**src/rtl/hazard_ctrl_unit_if.sv**
```systemverilog
// Hazard controller bundle: pipeline-side hazard inputs and stall/flush controls.
// Latency: wires only. Control outputs are combinational from the unit, counters are registered.
// Backpressure: none on the bundle itself; the stall outputs are the backpressure to the pipeline.
// Optional macro HAZ_DMEM_HANDSHAKE_EN adds i_dmem_ready (data memory has completed the access).
// master: the pipeline datapath side. slave: hazard_ctrl_unit.
interface hazard_ctrl_unit_if #(
  parameter int REG_AW = 5,
  parameter int CNT_W  = 16
);
  logic [REG_AW-1:0] i_ID_rs1_addr;
  logic [REG_AW-1:0] i_ID_rs2_addr;
  logic              i_ID_rs1_used;
  logic              i_ID_rs2_used;
  logic              i_EX_valid;
  logic              i_EX_pc_sel;
  logic              i_EX_rd_wren;
  logic [REG_AW-1:0] i_EX_rd_addr;
  logic [31:0]       i_EX_inst;
  logic              i_MEM_valid;
  logic [31:0]       i_MEM_inst;
`ifdef HAZ_DMEM_HANDSHAKE_EN
  logic              i_dmem_ready;
`endif
  logic              o_pc_stall;
  logic              o_IF_ID_stall;
  logic              o_IF_ID_flush;
  logic              o_ID_EX_stall;
  logic              o_ID_EX_flush;
  logic              o_EX_MEM_stall;
  logic              o_EX_MEM_flush;
  logic              o_MEM_WB_stall;
  logic              o_MEM_WB_flush;
  logic              o_mem_busy;
  logic [CNT_W-1:0]  o_perf_stall_cnt;
  logic [CNT_W-1:0]  o_perf_flush_cnt;

  modport master (
    output i_ID_rs1_addr, i_ID_rs2_addr, i_ID_rs1_used, i_ID_rs2_used,
    output i_EX_valid, i_EX_pc_sel, i_EX_rd_wren, i_EX_rd_addr, i_EX_inst,
    output i_MEM_valid, i_MEM_inst,
`ifdef HAZ_DMEM_HANDSHAKE_EN
    output i_dmem_ready,
`endif
    input  o_pc_stall, o_IF_ID_stall, o_IF_ID_flush, o_ID_EX_stall, o_ID_EX_flush,
    input  o_EX_MEM_stall, o_EX_MEM_flush, o_MEM_WB_stall, o_MEM_WB_flush,
    input  o_mem_busy, o_perf_stall_cnt, o_perf_flush_cnt
  );

  modport slave (
    input  i_ID_rs1_addr, i_ID_rs2_addr, i_ID_rs1_used, i_ID_rs2_used,
    input  i_EX_valid, i_EX_pc_sel, i_EX_rd_wren, i_EX_rd_addr, i_EX_inst,
    input  i_MEM_valid, i_MEM_inst,
`ifdef HAZ_DMEM_HANDSHAKE_EN
    input  i_dmem_ready,
`endif
    output o_pc_stall, o_IF_ID_stall, o_IF_ID_flush, o_ID_EX_stall, o_ID_EX_flush,
    output o_EX_MEM_stall, o_EX_MEM_flush, o_MEM_WB_stall, o_MEM_WB_flush,
    output o_mem_busy, o_perf_stall_cnt, o_perf_flush_cnt
  );
endinterface

```
**src/rtl/hazard_ctrl_unit.sv**
```systemverilog
// Stall/flush controller for the 5-stage RV32I pipeline: multi-cycle dmem wait, branch flush, load-use bubble.
// Latency: controls are combinational in the cycle the hazard is visible; perf counters update on the next edge.
// Backpressure: a MEM load holds PC..EX/MEM for MEM_LAT cycles (or until i_dmem_ready), bubbling MEM/WB.
// Ports: i_clk, i_reset (sync, active high), bus (hazard_ctrl_unit_if.slave) carrying ID/EX/MEM hazard
// inputs, the nine stage stall/flush controls, o_mem_busy and the two saturating perf counters.
// Optional macro HAZ_DMEM_HANDSHAKE_EN: WAIT additionally requires i_dmem_ready before releasing the load.
module hazard_ctrl_unit #(
  parameter int MEM_LAT = 1,   // 0..15, 0 = ideal memory
  parameter int REG_AW  = 5,
  parameter int CNT_W   = 16
) (
  input logic             i_clk,
  input logic             i_reset,
  hazard_ctrl_unit_if.slave bus
);
  localparam logic [6:0] OP_LOAD = 7'b0000011;
  localparam logic [4:0] LAT5    = 5'(MEM_LAT);
  localparam logic [3:0] LAT_M1  = 4'(MEM_LAT - 1);

  typedef enum logic [1:0] {IDLE, WAIT, RELEASE} state_t;

  state_t            state_q, state_d;
  logic [3:0]        cnt_q, cnt_d;
  logic [4:0]        cnt_inc;
  logic [CNT_W-1:0]  stall_cnt_q, flush_cnt_q;
  logic [REG_AW-1:0] ex_rd;
  logic              mem_load, ex_load, rs_hit, load_use, branch;
  logic              mem_stall, stall_grp, branch_flush, lu_stall, pc_stall;
  logic              dmem_ready;
  logic              unused_inst_bits;

  assign unused_inst_bits = ^{bus.i_EX_inst[31:7], bus.i_MEM_inst[31:7]};

`ifdef HAZ_DMEM_HANDSHAKE_EN
  assign dmem_ready = bus.i_dmem_ready;
`else
  assign dmem_ready = 1'b1;
`endif

  assign mem_load = bus.i_MEM_valid && (bus.i_MEM_inst[6:0] == OP_LOAD);
  assign ex_load  = bus.i_EX_valid  && (bus.i_EX_inst[6:0]  == OP_LOAD);
  assign ex_rd    = bus.i_EX_rd_addr;
  assign rs_hit   = (bus.i_ID_rs1_used && (ex_rd == bus.i_ID_rs1_addr)) ||
                    (bus.i_ID_rs2_used && (ex_rd == bus.i_ID_rs2_addr));
  // Only a load in EX needs a bubble; everything else is covered by forwarding.
  assign load_use = ex_load && bus.i_EX_rd_wren && (ex_rd != '0) && rs_hit;
  assign branch   = bus.i_EX_valid && bus.i_EX_pc_sel;
  assign cnt_inc  = {1'b0, cnt_q} + 5'd1;

  // Data-memory wait sequencer. RELEASE is a one-cycle gap that lets the load
  // leave MEM without being seen again as a fresh load in IDLE.
  always_comb begin
    state_d   = state_q;
    cnt_d     = cnt_q;
    mem_stall = 1'b0;
    case (state_q)
      IDLE: begin
        if (mem_load && (MEM_LAT != 0)) begin
          mem_stall = 1'b1;
          cnt_d     = 4'd1;
`ifdef HAZ_DMEM_HANDSHAKE_EN
          if ((MEM_LAT == 1) && dmem_ready) state_d = RELEASE;
          else                              state_d = WAIT;
`else
          state_d = (MEM_LAT == 1) ? RELEASE : WAIT;
`endif
        end
      end
      WAIT: begin
        mem_stall = 1'b1;
`ifdef HAZ_DMEM_HANDSHAKE_EN
        // Minimum latency reached: park the counter and wait for memory.
        if (cnt_inc >= LAT5) begin
          cnt_d = LAT_M1;
          if (dmem_ready) state_d = RELEASE;
        end else begin
          cnt_d = cnt_inc[3:0];
        end
`else
        cnt_d = cnt_inc[3:0];
        if (cnt_inc == LAT5) state_d = RELEASE;
`endif
      end
      RELEASE: state_d = IDLE;
      default: state_d = IDLE;
    endcase
  end

  always_ff @(posedge i_clk) begin
    if (i_reset) begin
      state_q <= IDLE;
      cnt_q   <= '0;
    end else begin
      state_q <= state_d;
      cnt_q   <= cnt_d;
    end
  end

  // One winner per cycle: MEM stall, then branch flush, then load-use.
  // A branch frozen in EX by the MEM stall wins as soon as the stall drops.
  assign stall_grp    = !i_reset && mem_stall;
  assign branch_flush = !i_reset && !mem_stall && branch;
  assign lu_stall     = !i_reset && !mem_stall && !branch && load_use;
  assign pc_stall     = stall_grp || lu_stall;

  assign bus.o_pc_stall     = pc_stall;
  assign bus.o_IF_ID_stall  = pc_stall;
  assign bus.o_IF_ID_flush  = branch_flush;
  assign bus.o_ID_EX_stall  = stall_grp;
  assign bus.o_ID_EX_flush  = branch_flush || lu_stall;
  assign bus.o_EX_MEM_stall = stall_grp;
  assign bus.o_EX_MEM_flush = 1'b0;
  assign bus.o_MEM_WB_stall = 1'b0;
  assign bus.o_MEM_WB_flush = stall_grp;
  assign bus.o_mem_busy     = stall_grp;

  // Saturating performance counters.
  always_ff @(posedge i_clk) begin
    if (i_reset) begin
      stall_cnt_q <= '0;
      flush_cnt_q <= '0;
    end else begin
      if (pc_stall && (stall_cnt_q != '1))     stall_cnt_q <= stall_cnt_q + 1'b1;
      if (branch_flush && (flush_cnt_q != '1)) flush_cnt_q <= flush_cnt_q + 1'b1;
    end
  end

  assign bus.o_perf_stall_cnt = stall_cnt_q;
  assign bus.o_perf_flush_cnt = flush_cnt_q;
endmodule

```
**src/flat_wrapper.sv**
```systemverilog
// flat-port wrapper written by rule: the top's interface ports become plain ports
module hazard_ctrl_unit_flat 
#(
  parameter int MEM_LAT = 1,                             
  parameter int REG_AW  = 5,
  parameter int CNT_W   = 16
)
  (i_clk, i_reset, bus_i_ID_rs1_addr, bus_i_ID_rs2_addr, bus_i_ID_rs1_used, bus_i_ID_rs2_used, bus_i_EX_valid, bus_i_EX_pc_sel, bus_i_EX_rd_wren, bus_i_EX_rd_addr, bus_i_EX_inst, bus_i_MEM_valid, bus_i_MEM_inst, bus_o_pc_stall, bus_o_IF_ID_stall, bus_o_IF_ID_flush, bus_o_ID_EX_stall, bus_o_ID_EX_flush, bus_o_EX_MEM_stall, bus_o_EX_MEM_flush, bus_o_MEM_WB_stall, bus_o_MEM_WB_flush, bus_o_mem_busy, bus_o_perf_stall_cnt, bus_o_perf_flush_cnt);
  hazard_ctrl_unit_if #(.REG_AW(REG_AW), .CNT_W(CNT_W)) bus_i ();
  input logic i_clk;
  input logic i_reset;
  input wire logic [$bits(bus_i.i_ID_rs1_addr)-1:0] bus_i_ID_rs1_addr;
  input wire logic [$bits(bus_i.i_ID_rs2_addr)-1:0] bus_i_ID_rs2_addr;
  input wire logic [$bits(bus_i.i_ID_rs1_used)-1:0] bus_i_ID_rs1_used;
  input wire logic [$bits(bus_i.i_ID_rs2_used)-1:0] bus_i_ID_rs2_used;
  input wire logic [$bits(bus_i.i_EX_valid)-1:0] bus_i_EX_valid;
  input wire logic [$bits(bus_i.i_EX_pc_sel)-1:0] bus_i_EX_pc_sel;
  input wire logic [$bits(bus_i.i_EX_rd_wren)-1:0] bus_i_EX_rd_wren;
  input wire logic [$bits(bus_i.i_EX_rd_addr)-1:0] bus_i_EX_rd_addr;
  input wire logic [$bits(bus_i.i_EX_inst)-1:0] bus_i_EX_inst;
  input wire logic [$bits(bus_i.i_MEM_valid)-1:0] bus_i_MEM_valid;
  input wire logic [$bits(bus_i.i_MEM_inst)-1:0] bus_i_MEM_inst;
  output wire logic [$bits(bus_i.o_pc_stall)-1:0] bus_o_pc_stall;
  output wire logic [$bits(bus_i.o_IF_ID_stall)-1:0] bus_o_IF_ID_stall;
  output wire logic [$bits(bus_i.o_IF_ID_flush)-1:0] bus_o_IF_ID_flush;
  output wire logic [$bits(bus_i.o_ID_EX_stall)-1:0] bus_o_ID_EX_stall;
  output wire logic [$bits(bus_i.o_ID_EX_flush)-1:0] bus_o_ID_EX_flush;
  output wire logic [$bits(bus_i.o_EX_MEM_stall)-1:0] bus_o_EX_MEM_stall;
  output wire logic [$bits(bus_i.o_EX_MEM_flush)-1:0] bus_o_EX_MEM_flush;
  output wire logic [$bits(bus_i.o_MEM_WB_stall)-1:0] bus_o_MEM_WB_stall;
  output wire logic [$bits(bus_i.o_MEM_WB_flush)-1:0] bus_o_MEM_WB_flush;
  output wire logic [$bits(bus_i.o_mem_busy)-1:0] bus_o_mem_busy;
  output wire logic [$bits(bus_i.o_perf_stall_cnt)-1:0] bus_o_perf_stall_cnt;
  output wire logic [$bits(bus_i.o_perf_flush_cnt)-1:0] bus_o_perf_flush_cnt;
  assign bus_i.i_ID_rs1_addr = bus_i_ID_rs1_addr;
  assign bus_i.i_ID_rs2_addr = bus_i_ID_rs2_addr;
  assign bus_i.i_ID_rs1_used = bus_i_ID_rs1_used;
  assign bus_i.i_ID_rs2_used = bus_i_ID_rs2_used;
  assign bus_i.i_EX_valid = bus_i_EX_valid;
  assign bus_i.i_EX_pc_sel = bus_i_EX_pc_sel;
  assign bus_i.i_EX_rd_wren = bus_i_EX_rd_wren;
  assign bus_i.i_EX_rd_addr = bus_i_EX_rd_addr;
  assign bus_i.i_EX_inst = bus_i_EX_inst;
  assign bus_i.i_MEM_valid = bus_i_MEM_valid;
  assign bus_i.i_MEM_inst = bus_i_MEM_inst;
  assign bus_o_pc_stall = bus_i.o_pc_stall;
  assign bus_o_IF_ID_stall = bus_i.o_IF_ID_stall;
  assign bus_o_IF_ID_flush = bus_i.o_IF_ID_flush;
  assign bus_o_ID_EX_stall = bus_i.o_ID_EX_stall;
  assign bus_o_ID_EX_flush = bus_i.o_ID_EX_flush;
  assign bus_o_EX_MEM_stall = bus_i.o_EX_MEM_stall;
  assign bus_o_EX_MEM_flush = bus_i.o_EX_MEM_flush;
  assign bus_o_MEM_WB_stall = bus_i.o_MEM_WB_stall;
  assign bus_o_MEM_WB_flush = bus_i.o_MEM_WB_flush;
  assign bus_o_mem_busy = bus_i.o_mem_busy;
  assign bus_o_perf_stall_cnt = bus_i.o_perf_stall_cnt;
  assign bus_o_perf_flush_cnt = bus_i.o_perf_flush_cnt;
  hazard_ctrl_unit #(.MEM_LAT(MEM_LAT), .REG_AW(REG_AW), .CNT_W(CNT_W)) u_core (.i_clk(i_clk), .i_reset(i_reset), .bus(bus_i));
endmodule
```
**config.mk**
```make
export PLATFORM = sky130hd
export DESIGN_NAME = hazard_ctrl_unit_flat
export DESIGN_NICKNAME = d
export VERILOG_FILES = /design/src/rtl/hazard_ctrl_unit_if.sv /design/src/rtl/hazard_ctrl_unit.sv /design/src/flat_wrapper.sv
export SDC_FILE = /design/constraint.sdc
export NUM_CORES = 1
export LEC_CHECK = 0
export CAP_MARGIN = 20
export CELL_PAD_IN_SITES_DETAIL_PLACEMENT = 1
export CELL_PAD_IN_SITES_GLOBAL_PLACEMENT = 1
export CORE_UTILIZATION = 42
export DETAILED_ROUTE_END_ITERATION = 7
export DONT_BUFFER_PORTS = 1
export PLACE_DENSITY = 0.78
export SYNTH_ARGS = -nofsm -noshare
export SYNTH_HDL_FRONTEND = slang
export SYNTH_SLANG_ARGS = --single-unit
```
**constraint.sdc**
```tcl
create_clock -name i_clk -period 2.9 [get_ports i_clk]
set_clock_uncertainty 0.2 [all_clocks]
set_input_delay 0.58 -clock i_clk [delete_from_list [all_inputs] [get_ports i_clk]]
set_output_delay 0.58 -clock i_clk [all_outputs]
set_load 0.005 [all_outputs]
```
== Word level (Yosys, flattened, before mapping) ==
Index checks and enable logic that the tools add are counted.
Word-level totals
  bits of input ports: 87
  output and inout bits: 42
  logic and storage cells: 50
  flip-flop bits (word level): 38
Operators by class
  add/sub/neg operators: 3
  reductions and logical operators: 26
  muxes and demuxes: 7
  eq/ne operators: 10
Operators with widths (count)
  $add 16x1->16 const B: 2
  $ne 16x16->1 const B: 2
  $logic_and 1x1->1: 15
  $eq 7x2->1 const B: 2
  $eq 5x5->1: 2
  $pmux 4 s2: 1
  $add 4x1->5 const B: 1
  $eq 5x1->1 const B: 1
  $reduce_bool 5->1: 1
  $mux 2: 2
  $mux 4: 1
  $ne 2x1->1 const B: 2
  $pmux 2 s2: 1
  $reduce_and 2->1: 2
  $logic_not 1->1: 3
  $logic_or 1x1->1: 3
  $eq 2x1->1 const B: 1
  $logic_not 2->1: 1
  $pmux 1 s2: 1
  $reduce_bool 2->1: 1
  $mux 1: 1

== Logic depth before layout (Yosys ltp) ==
Gate-level depths: netlist (run 1).
  depth in word-level cells: 10
  mapped depth: 8
  depth with buffers taken out: 7

== Least setup slack after synthesis (run 1) ==
Ideal clock, no wire load.
  kind: input-to-output
  from: in bus_i_MEM_inst[3]
  to: out bus_o_pc_stall
  data required time: 2120 ps
  buffers on the path: 2
  path slack: 27 ps
  arrival: 2093 ps
  stages: 6
  cells stage by stage: or4_4 o31a_1 a31oi_4 buf_6 inv_1 buf_4
Between the ends
  longest elaborated chain between the ends: 9
  elaborated cells on any way between the ends: 10
  those cells by class: eq/ne: 1; mux: 2; reduce/logical: 7
Ends and longest elaborated chain
  start: declaration: line flat_wrapper.sv:22  | input wire logic [$bits(bus_i.i_MEM_inst)-1:0] bus_i_MEM_inst;
  $eq 7x2->1 (*): line hazard_ctrl_unit.sv:40  | assign mem_load = bus.i_MEM_valid && (bus.i_MEM_inst[6:0] == OP_LOAD);
  $logic_and 1x1->1 (*): line hazard_ctrl_unit.sv:40
  $mux 1 (*): line hazard_ctrl_unit.sv:58  | if (mem_load && (MEM_LAT != 0)) begin
  $pmux 1 s2 (*): line hazard_ctrl_unit.sv:56  | case (state_q)
  $logic_not 1->1: line hazard_ctrl_unit.sv:103  | assign lu_stall = !i_reset && !mem_stall && !branch && load_use;
  $logic_and 1x1->1 (3 in a row): line hazard_ctrl_unit.sv:103
  $logic_or 1x1->1 (*): line hazard_ctrl_unit.sv:104  | assign pc_stall = stall_grp || lu_stall;
  end: declaration: line flat_wrapper.sv:23  | output wire logic [$bits(bus_i.o_pc_stall)-1:0] bus_o_pc_stall;
Mark *: on every way between the ends. The rest lies on a longest branch, timed or not.

== Worst setup path after layout (run 1) ==
  from: in bus_i_MEM_inst[3]
  to: out bus_o_IF_ID_stall
Between the ends
  longest elaborated chain between the ends: 9
  elaborated cells on any way between the ends: 10
  those cells by class: eq/ne: 1; mux: 2; reduce/logical: 7
Ends and longest elaborated chain
  $eq 7x2->1 (*): line hazard_ctrl_unit.sv:40
  $logic_and 1x1->1 (*): line hazard_ctrl_unit.sv:40
  $mux 1 (*): line hazard_ctrl_unit.sv:58
  $pmux 1 s2 (*): line hazard_ctrl_unit.sv:56
  $logic_not 1->1: line hazard_ctrl_unit.sv:103
  $logic_and 1x1->1 (3 in a row): line hazard_ctrl_unit.sv:103
  $logic_or 1x1->1 (*): line hazard_ctrl_unit.sv:104
  end: declaration: line flat_wrapper.sv:24  | output wire logic [$bits(bus_i.o_IF_ID_stall)-1:0] bus_o_IF_ID_stall;
Marks and branches as above.

==> results_dict.tcl, run 1 <==
set metrics [dict create \
    status "finished, final reports clean" \
    worst_skew_pair.late_latency_ps 280 \
    final_common_cell "dfxtp_1" \
    cp_slowest_cell "or4_4" \
    cp.required_ps 2120 \
    grt_usage_pct 20.6 \
    yosysSeqAreaShare_pct 34.7 \
    mostFrequentLayoutCells "dfxtp_1, nor2_1, nand2_1" \
    drt_first_pass_iters 4 \
    cts-root-buf "clkbuf_8" \
    critical_path.max_fanout 12 \
    row_count 24 \
    pre_cts_ws_ps 67.1 \
    criticalPathCategory "in2out" \
    dieArea_sq_um 4800 \
    antenna_found_initial 0 \
    placed_cell_area_sq_um 1910 \
    dr.first_iter.drc_count 82 \
    worstReg2RegStart "u_core.bus.o_perf_flush_cnt[0]" \
    cts_setup_buffers 0 \
    ys_seq_elements 33 \
    ioPinCount 129 \
    vdd_drop_max_v 0.000191 \
    hpwl_mm 3.45 \
    powerDensity_nw_per_um2 461 \
    gp_congestion 0.808 \
    diodes 0 \
    vias 1671 \
    synth-edff-count 0 \
    fin_tns_setup_ps 0 \
    ff2ff_setup_slack_ps 310 \
    finalHoldViolations 0 \
    area_growth_pct 6.71 \
    die_h_um 69.3 \
    clk_pin_slew_ps 70 \
    cts_hold_buf 0 \
    final_area_sq_um 2030 \
    h-tree-depth 2 \
    placement.io_buffers 0 \
    ant_nets 0 \
    clock.fmax_mhz 355 \
    grt_pass1_vias 1801 \
    synth_top_flop_cell "dfxtp_1" \
    syn_area_sq_um 1900 \
    wirelength_mm 4.53 \
    cts_buffer_depth 2 \
    gr-total-overflow 0 \
    report.final.slew_viol_count 0 \
    via_per_inst 5.99 \
    slew_headroom_pct 34.7 \
    hp-start "i_reset" \
    worstPathArrival_ps 2040 \
    fin_nets 315 \
    cts_tree "yes" \
    p_leak_uw 0.000629 \
    ys_async_sr_fraction_pct 0 \
    slowest_delay_ps 560 \
    drive_gt1_share_pct 10.6 \
    cap_violations 0 \
    grt_max_degree 38 \
    drc 0 \
    ys.warnings.count 0 \
    post_drt_wl_per_cell_um 16.2 \
    postSynthAreaPerCell_sq_um 8.50 \
    startpoint "bus_i_MEM_inst[3]" \
    setup_viol 0 \
    period_needed_ps 2820 \
    dieWidth_um 69.3 \
    rsz0062_at_grt "no" \
    grt_pass1_wl_mm 8.11 \
    cts_buffers 5 \
    min_period_over_period_pct 97.2 \
    coreArea_sq_um 4350 \
    initial_core_util_pct 43.7 \
    postCtsResizedCells 0 \
    worst_pin_slew_ps 964 \
    min_path_type "in2reg" \
    clock-sinks 33 \
    endpoint_kind "primary output" \
    synth_cell_types 45 \
    syn_inst 224 \
    crit_chain "or4_4 -> o31a_1 -> a31oi_4 -> inv_1" \
    worst_slack_ps 82.5 \
    start_kind "input pin" \
]
-- area by class of cell --
cell class | instances | area (sq um)
Clock buffer | 7 | 86.3
Clock inverter | 1 | 30.0
Fill cell | 532 | 2320
Inverter | 3 | 11.3
Multi-Input combinational cell | 176 | 1120
Sequential cell | 33 | 661
Tap cell | 52 | 65.1
Timing Repair Buffer | 7 | 52.6
-- worst paths after layout --
kind | to | cells after the start
hold / removal | u_core.bus.o_perf_stall_cnt[2] | 1
setup / recovery | bus_o_IF_ID_stall | 4
setup reg to reg | u_core.bus.o_perf_flush_cnt[15] | 7
hold reg to reg | u_core.bus.o_perf_flush_cnt[1] | 2
-- stage by stage --
stage | total power, uW | cells | utilization (%) | hold WS, ps
global placement | 501 | 271 | 44.0 | 291
global route | 976 | 279 | 46.6 | 139
CTS | 948 | 279 | 46.6 | 150
detailed placement | 502 | 271 | 44.0 | 297
floorplan | 507 | 225 | - | 268
finish | 937 | 279 | 46.6 | 158
-- power by group --
group | internal (uW) | switching [uW] | total (uW)
clock | 280 | 166 | 446
sequential | 454 | 1.46 | 456
combinational | 19.4 | 16.0 | 35.4
-- per-layer routing --
layer / GRT usage (%) / share of wire, %
met5: 0 / 0
met3: 9.01 / 7.4
met2: 34.8 / 50
met1: 23.2 / 42
met4: 6.80 / 1.2
-- cells in the mapped netlist, types with 2 or more instances --
library cell / count / area, sq um
a21oi_1: 15 / 75.1
nor3_1: 6 / 30.0
xor2_1: 6 / 52.6
ha_1: 2 / 25.0
and4_1: 3 / 26.3
o31ai_1: 6 / 45.0
nand2_1: 20 / 75.1
nand3b_1: 2 / 15.0
nor2b_1: 2 / 12.5
inv_1: 3 / 11.3
or4_1: 7 / 52.6
mux2_2: 2 / 22.5
nand3_1: 13 / 65.1
nand4_1: 7 / 43.8
and3_1: 5 / 31.3
a211oi_1: 2 / 15.0
nor4b_1: 4 / 35.0
buf_6: 2 / 22.5
clkbuf_8: 2 / 27.5
or3_1: 7 / 43.8
nor2_1: 21 / 78.8
xnor2_1: 18 / 158
dfxtp_1: 33 / 661
nor4_1: 2 / 12.5
buf_4: 7 / 52.6
clkbuf_1: 2 / 7.51
o21ai_0: 7 / 35.0
-- critical path: cells and delay by family --
family / cells / cell delay (ps)
buf+inv: 1 / 170
compound gates: 2 / 730
simple gates: 1 / 560
-- flip-flops by register name (all words and copies together), names as in the netlist --
signal and cells:
u_core.bus.o_perf_flush_cnt 16, u_core.state_q 1, u_core.bus.o_perf_stall_cnt 16
-- logic make-up (layout without fill, tap and decap cells) --
logic type / after synthesis / after routing / share of synthesized area, %
AND/OR/NAND/NOR: 106 / 106 / 31.2
AO/OA/AOI/OAI: 40 / 40 / 13.9
flip-flops: 33 / 33 / 34.7
XOR/XNOR: 24 / 24 / 11.0
buffers and inverters: 16 / 18 / 6.38
adder cells (fa/ha/maj): 2 / 2 / 1.31
multiplexers: 2 / 2 / 1.18
other: 1 / 2 / 0.197
(Power assumes the default switching activity.)
==> inputs of run 2 (changes only) <==
--- a/config.mk
+++ b/config.mk
@@ -6,12 +6,10 @@
 export NUM_CORES = 1
 export LEC_CHECK = 0
 export CAP_MARGIN = 20
-export CELL_PAD_IN_SITES_DETAIL_PLACEMENT = 1
-export CELL_PAD_IN_SITES_GLOBAL_PLACEMENT = 1
-export CORE_UTILIZATION = 42
+export CORE_UTILIZATION = 50
 export DETAILED_ROUTE_END_ITERATION = 7
 export DONT_BUFFER_PORTS = 1
-export PLACE_DENSITY = 0.78
+export PLACE_DENSITY = 0.66
 export SYNTH_ARGS = -nofsm -noshare
 export SYNTH_HDL_FRONTEND = slang
 export SYNTH_SLANG_ARGS = --single-unit
==> run 2 against run 1 <==
Utilization rose by 8.5 points. Non-clock buffer count increased by 1. Highest routed layer unchanged. Total power down 6.6%. Final cell count fell by 1.1%. Design area decreased by 0.62%. Worst setup slack improved by 43 ps. Maximum frequency rose by 1.5%. Sequential cell count stayed put.
==> results_dict.tcl, run 2 (synthesized netlist as in run 1, its figures left out) <==
set metrics [dict create \
    status "finished, final reports clean" \
    drc 0 \
    grt_pass1_wl_mm 7.22 \
    vdd_drop_max_v 0.000221 \
    rsz0062_at_grt "no" \
    initial_core_util_pct 52.0 \
    clk_pin_slew_ps 70 \
    report.final.slew_viol_count 0 \
    worstReg2RegStart "u_core.bus.o_perf_flush_cnt[0]" \
    p_leak_uw 0.000630 \
    worst_pin_slew_ps 907 \
    dr.first_iter.drc_count 86 \
    grt_max_degree 38 \
    clock-sinks 33 \
    crit_chain "or4_4 -> o31a_1 -> a31oi_4 -> inv_1" \
    slew_headroom_pct 38.6 \
    nFillCells 354 \
    startpoint "bus_i_MEM_inst[3]" \
    path_buf_inv 1 \
    cp.required_ps 2120 \
    dieArea_sq_um 4060 \
    period_needed_ps 2770 \
    clock.fmax_mhz 360 \
    m1WireLength_mm 1.66 \
    powerDensity_nw_per_um2 433 \
    cp_slowest_cell "or4_4" \
    setup_viol 0 \
    cts_setup_buffers 0 \
    row_count 22 \
    cts-root-buf "clkbuf_8" \
    grt_pass1_vias 1641 \
    cts_buffers 5 \
    mostFrequentLayoutCells "dfxtp_1, nor2_1, nand2_1" \
    gr-total-overflow 0 \
    die_h_um 63.7 \
    coreArea_sq_um 3660 \
    area_growth_pct 6.05 \
    hp-start "i_reset" \
    criticalPathCategory "in2out" \
    drive_gt1_share_pct 11.4 \
    antenna_found_initial 0 \
    post_drt_wl_per_cell_um 15.8 \
    gp_congestion 0.818 \
    fin_tns_setup_ps 0 \
    dr_wl_met3_um 404 \
    seqPwrFrac_pct 52.1 \
    dieWidth_um 63.7 \
    min_path_type "in2reg" \
    clkPwrFrac_pct 43.7 \
    ioPinCount 129 \
    grt_usage_pct 22.9 \
    final_common_cell "dfxtp_1" \
    power_switching_uw 186 \
    seqCellArea_sq_um 661 \
    cts_buffer_depth 2 \
    h-tree-depth 2 \
    min_period_over_period_pct 95.7 \
    wirelength_mm 4.36 \
    multi_input_area_sq_um 1120 \
    ant_nets 0 \
    fin_nets 316 \
    vias 1698 \
    slowest_delay_ps 560 \
    pre_cts_ws_ps 122 \
    critical_path.max_fanout 14 \
    finalHoldViolations 0 \
    placement.io_buffers 0 \
    endpoint_kind "primary output" \
    worst_slack_ps 125 \
    swShare_pct 21.2 \
    p_comb_share_pct 4.2 \
    via_per_inst 6.15 \
    drt_first_pass_iters 4 \
    diodes 0 \
    cts_tree "yes" \
    cts_hold_buf 0 \
    crit_family "compound AO/OA/AOI/OAI gates" \
    top_layer "met4" \
    worstPathArrival_ps 1990 \
    worst_skew_pair.late_latency_ps 280 \
    postCtsResizedCells 0 \
    cap_violations 0 \
    hpwl_mm 3.32 \
    p_int_uw 689 \
    start_kind "input pin" \
    wl_met2_mm 2.26 \
]
## run 2: changes by cell type in the layout (fill, tap and decap cells not counted)
| cell | before | now |
|---|---|---|
| buf_4 | 7 | 8 |
| clkinv_2 | 0 | 1 |
| clkbuf_8 | 6 | 7 |
| clkbuf_1 | 1 | 0 |
| bufinv_16 | 1 | 0 |
## run 2: worst paths after layout
path,depth (start not counted),slack [ps],end
setup / recovery,4,130,bus_o_IF_ID_stall
hold / removal,1,170,u_core.bus.o_perf_stall_cnt[13]
setup reg to reg,7,350,u_core.bus.o_perf_flush_cnt[13]
hold reg to reg,2,310,u_core.bus.o_perf_flush_cnt[1]
## run 2: cell type report
type | instances | share of cell area [%]
clock buffer | 7 | 4.77
clock inverter | 1 | 0.248
multi-input combinational | 176 | 55.7
sequential | 33 | 32.7
timing repair buffer | 8 | 2.98
inverter | 3 | 0.558
tap | 48 | 2.98
## run 2: power groups by stage
stage                     sequential, uW  clock, uW  combinational [uW]
after floorplan                      466          0                41.0
after global placement               466          0                35.3
after detailed placement             466          0                36.6
after CTS                            456        390                37.3
after global routing                 456        413                41.2
final                                456        382                36.8
## run 2: stage by stage
stage	power [uW]	instance area, sq um	instances	hold slack [ps]	utilization, %
after global routing	910	2020	276	151	55.1
after CTS	883	2020	276	156	55.1
after detailed placement	503	1920	268	301	52.4
final	875	2020	276	166	55.1
after floorplan	507	1910	225	268	-
after global placement	501	1920	268	282	52.4
## run 2: metal layers
metal	vias to the layer above	global-route usage, %
li1	814	-
met1	806	23.3
met2	73	41.2
met3	5	9.60
met4	0	8.52
met5	-	0
==> inputs of run 3 (changes only) <==
--- a/config.mk
+++ b/config.mk
@@ -5,6 +5,7 @@
 export SDC_FILE = /design/constraint.sdc
 export NUM_CORES = 1
 export LEC_CHECK = 0
+export ABC_CLOCK_PERIOD_IN_PS = 3060
 export CAP_MARGIN = 20
 export CORE_UTILIZATION = 50
 export DETAILED_ROUTE_END_ITERATION = 7
==> constraint.sdc (replaced) <==
create_clock -name i_clk -period 3.06 [get_ports i_clk]
set_clock_uncertainty 0.2 [all_clocks]
set_input_delay 0.612 -clock i_clk [delete_from_list [all_inputs] [get_ports i_clk]]
set_output_delay 0.612 -clock i_clk [all_outputs]
set_load 0.005 [all_outputs]
==> run 3 against run 2 <==
Die area unchanged. Largest power group unchanged. Worst setup slack better by 140 ps. Wire length down 1.1%. Clock-buffer cell count down 1. Combinational power down 8.7%. Critical path type unchanged. Hold slack better by 26 ps. Highest routed layer unchanged.
==> results_dict.tcl, run 3 (synthesized netlist as in run 1, its figures left out) <==
set metrics [dict create \
    setup_viol 0 \
    postCtsResizedCells 0 \
    fin_nets 314 \
    worst_pin_slew_ps 975 \
    final_common_cell "dfxtp_1" \
    powerDensity_nw_per_um2 393 \
    report.final.slew_viol_count 0 \
    worstPathArrival_ps 1990 \
    nFillCells 355 \
    finalHoldViolations 0 \
    vdd_drop_max_v 0.000223 \
    wirelength_mm 4.32 \
    min_path_type "in2reg" \
    grt_pass1_wl_mm 7.03 \
    p_total_uw 781 \
    coreArea_sq_um 3660 \
    gr-total-overflow 0 \
    clk_pin_slew_ps 70 \
    grt_pass1_vias 1639 \
    vias 1700 \
    drc 0 \
    p_leak_uw 0.000611 \
    multi_input_area_sq_um 1120 \
    grt_max_degree 38 \
    placement.io_buffers 0 \
    critical_path.max_fanout 10 \
    start_kind "input pin" \
    row_count 22 \
    dieArea_sq_um 4060 \
    h-tree-depth 2 \
    hpwl_mm 3.24 \
    cts-root-buf "clkbuf_8" \
    use_met3_pct 7.61 \
    ioPinCount 129 \
    cts_hold_buf 0 \
    final_cells 274 \
    antenna_found_initial 0 \
    clock-sinks 33 \
    grt_usage_pct 22.4 \
    initial_core_util_pct 52.0 \
    die_h_um 63.7 \
    period_needed_ps 2800 \
    cts_setup_buffers 0 \
    via_per_inst 6.20 \
    seqCellArea_sq_um 661 \
    cp.required_ps 2250 \
    crit_chain "or4_4 -> o31a_1 -> a31oi_4 -> inv_1" \
    slew_headroom_pct 33.9 \
    drive_gt1_share_pct 10.2 \
    diodes 0 \
    met2_usage_pct 41.9 \
    mostFrequentLayoutCells "dfxtp_1, nor2_1, nand2_1" \
    cap_violations 0 \
    status "finished, final reports clean" \
    cts_buffers 5 \
    clock.fmax_mhz 357 \
    use_met1_pct 21.7 \
    fin_tns_setup_ps 0 \
    cp_slowest_cell "or4_4" \
    post_drt_wl_per_cell_um 15.7 \
    area_growth_pct 4.27 \
    rsz0062_at_grt "no" \
    criticalPathCategory "in2out" \
    place_inst 266 \
    busiest_layer "met2" \
    min_period_over_period_pct 91.4 \
    endpoint_kind "primary output" \
    drt_first_pass_iters 4 \
    dr.first_iter.drc_count 136 \
    cts_buffer_depth 2 \
    dieWidth_um 63.7 \
    ant_nets 0 \
    cts_tree "yes" \
    worst_skew_pair.late_latency_ps 290 \
    slowest_delay_ps 550 \
    gp_congestion 0.829 \
]
## run 3: path summary, 6_finish.rpt
check,depth (start not counted),startpoint,to,slack (ps)
worst max register to register,7,u_core.bus.o_perf_flush_cnt[0],u_core.bus.o_perf_flush_cnt[13],450
worst min-delay path,1,i_reset,u_core.bus.o_perf_stall_cnt[2],190
worst max-delay path,4,bus_i_MEM_inst[3],bus_o_pc_stall,260
worst min register to register,2,u_core.bus.o_perf_flush_cnt[1],u_core.bus.o_perf_flush_cnt[1],310
## run 3: where the power goes
| group | leakage (uW) | switching, uW | internal (uW) |
|---|---|---|---|
| Sequential | 0.000266 | 1.50 | 430 |
| Clock | 0.0000450 | 158 | 157 |
| Combinational | 0.000300 | 15.1 | 18.4 |
| Total | 0.000611 | 174 | 606 |
## run 3: worst max-delay path, delay by kind of cell
family / cells / cell delay, ps
buf+inv: 1 / 150
simple gates: 1 / 550
compound gates: 2 / 670
## run 3: per-stage QoR
step | hold WS, ps | util (%) | setup slack, ps | area [sq um]
global placement | 282 | 51.9 | 203 | 1900
detailed placement | 305 | 51.9 | 165 | 1900
finish | 192 | 54.2 | 262 | 1980
floorplan | 268 | - | 123 | 1910
CTS | 183 | 54.2 | 254 | 1980
global route | 178 | 54.2 | 195 | 1980
## run 3: final cells by class
| class | instances | share of cell area, % |
|---|---|---|
| clock buffers | 6 | 3.66 |
| repair buffers | 6 | 2.27 |
| well taps | 48 | 3.03 |
| inverters | 3 | 0.567 |
| clock inverters | 2 | 0.504 |
| flip-flops and latches | 33 | 33.3 |
| multi-input cells | 176 | 56.7 |
## run 3: metal layers
layer / part of all wire [%] / vias to the layer above
met4: 1.3 / 0
li1: - / 813
met3: 8.7 / 6
met2: 52 / 86
met5: 0 / -
met1: 38 / 795
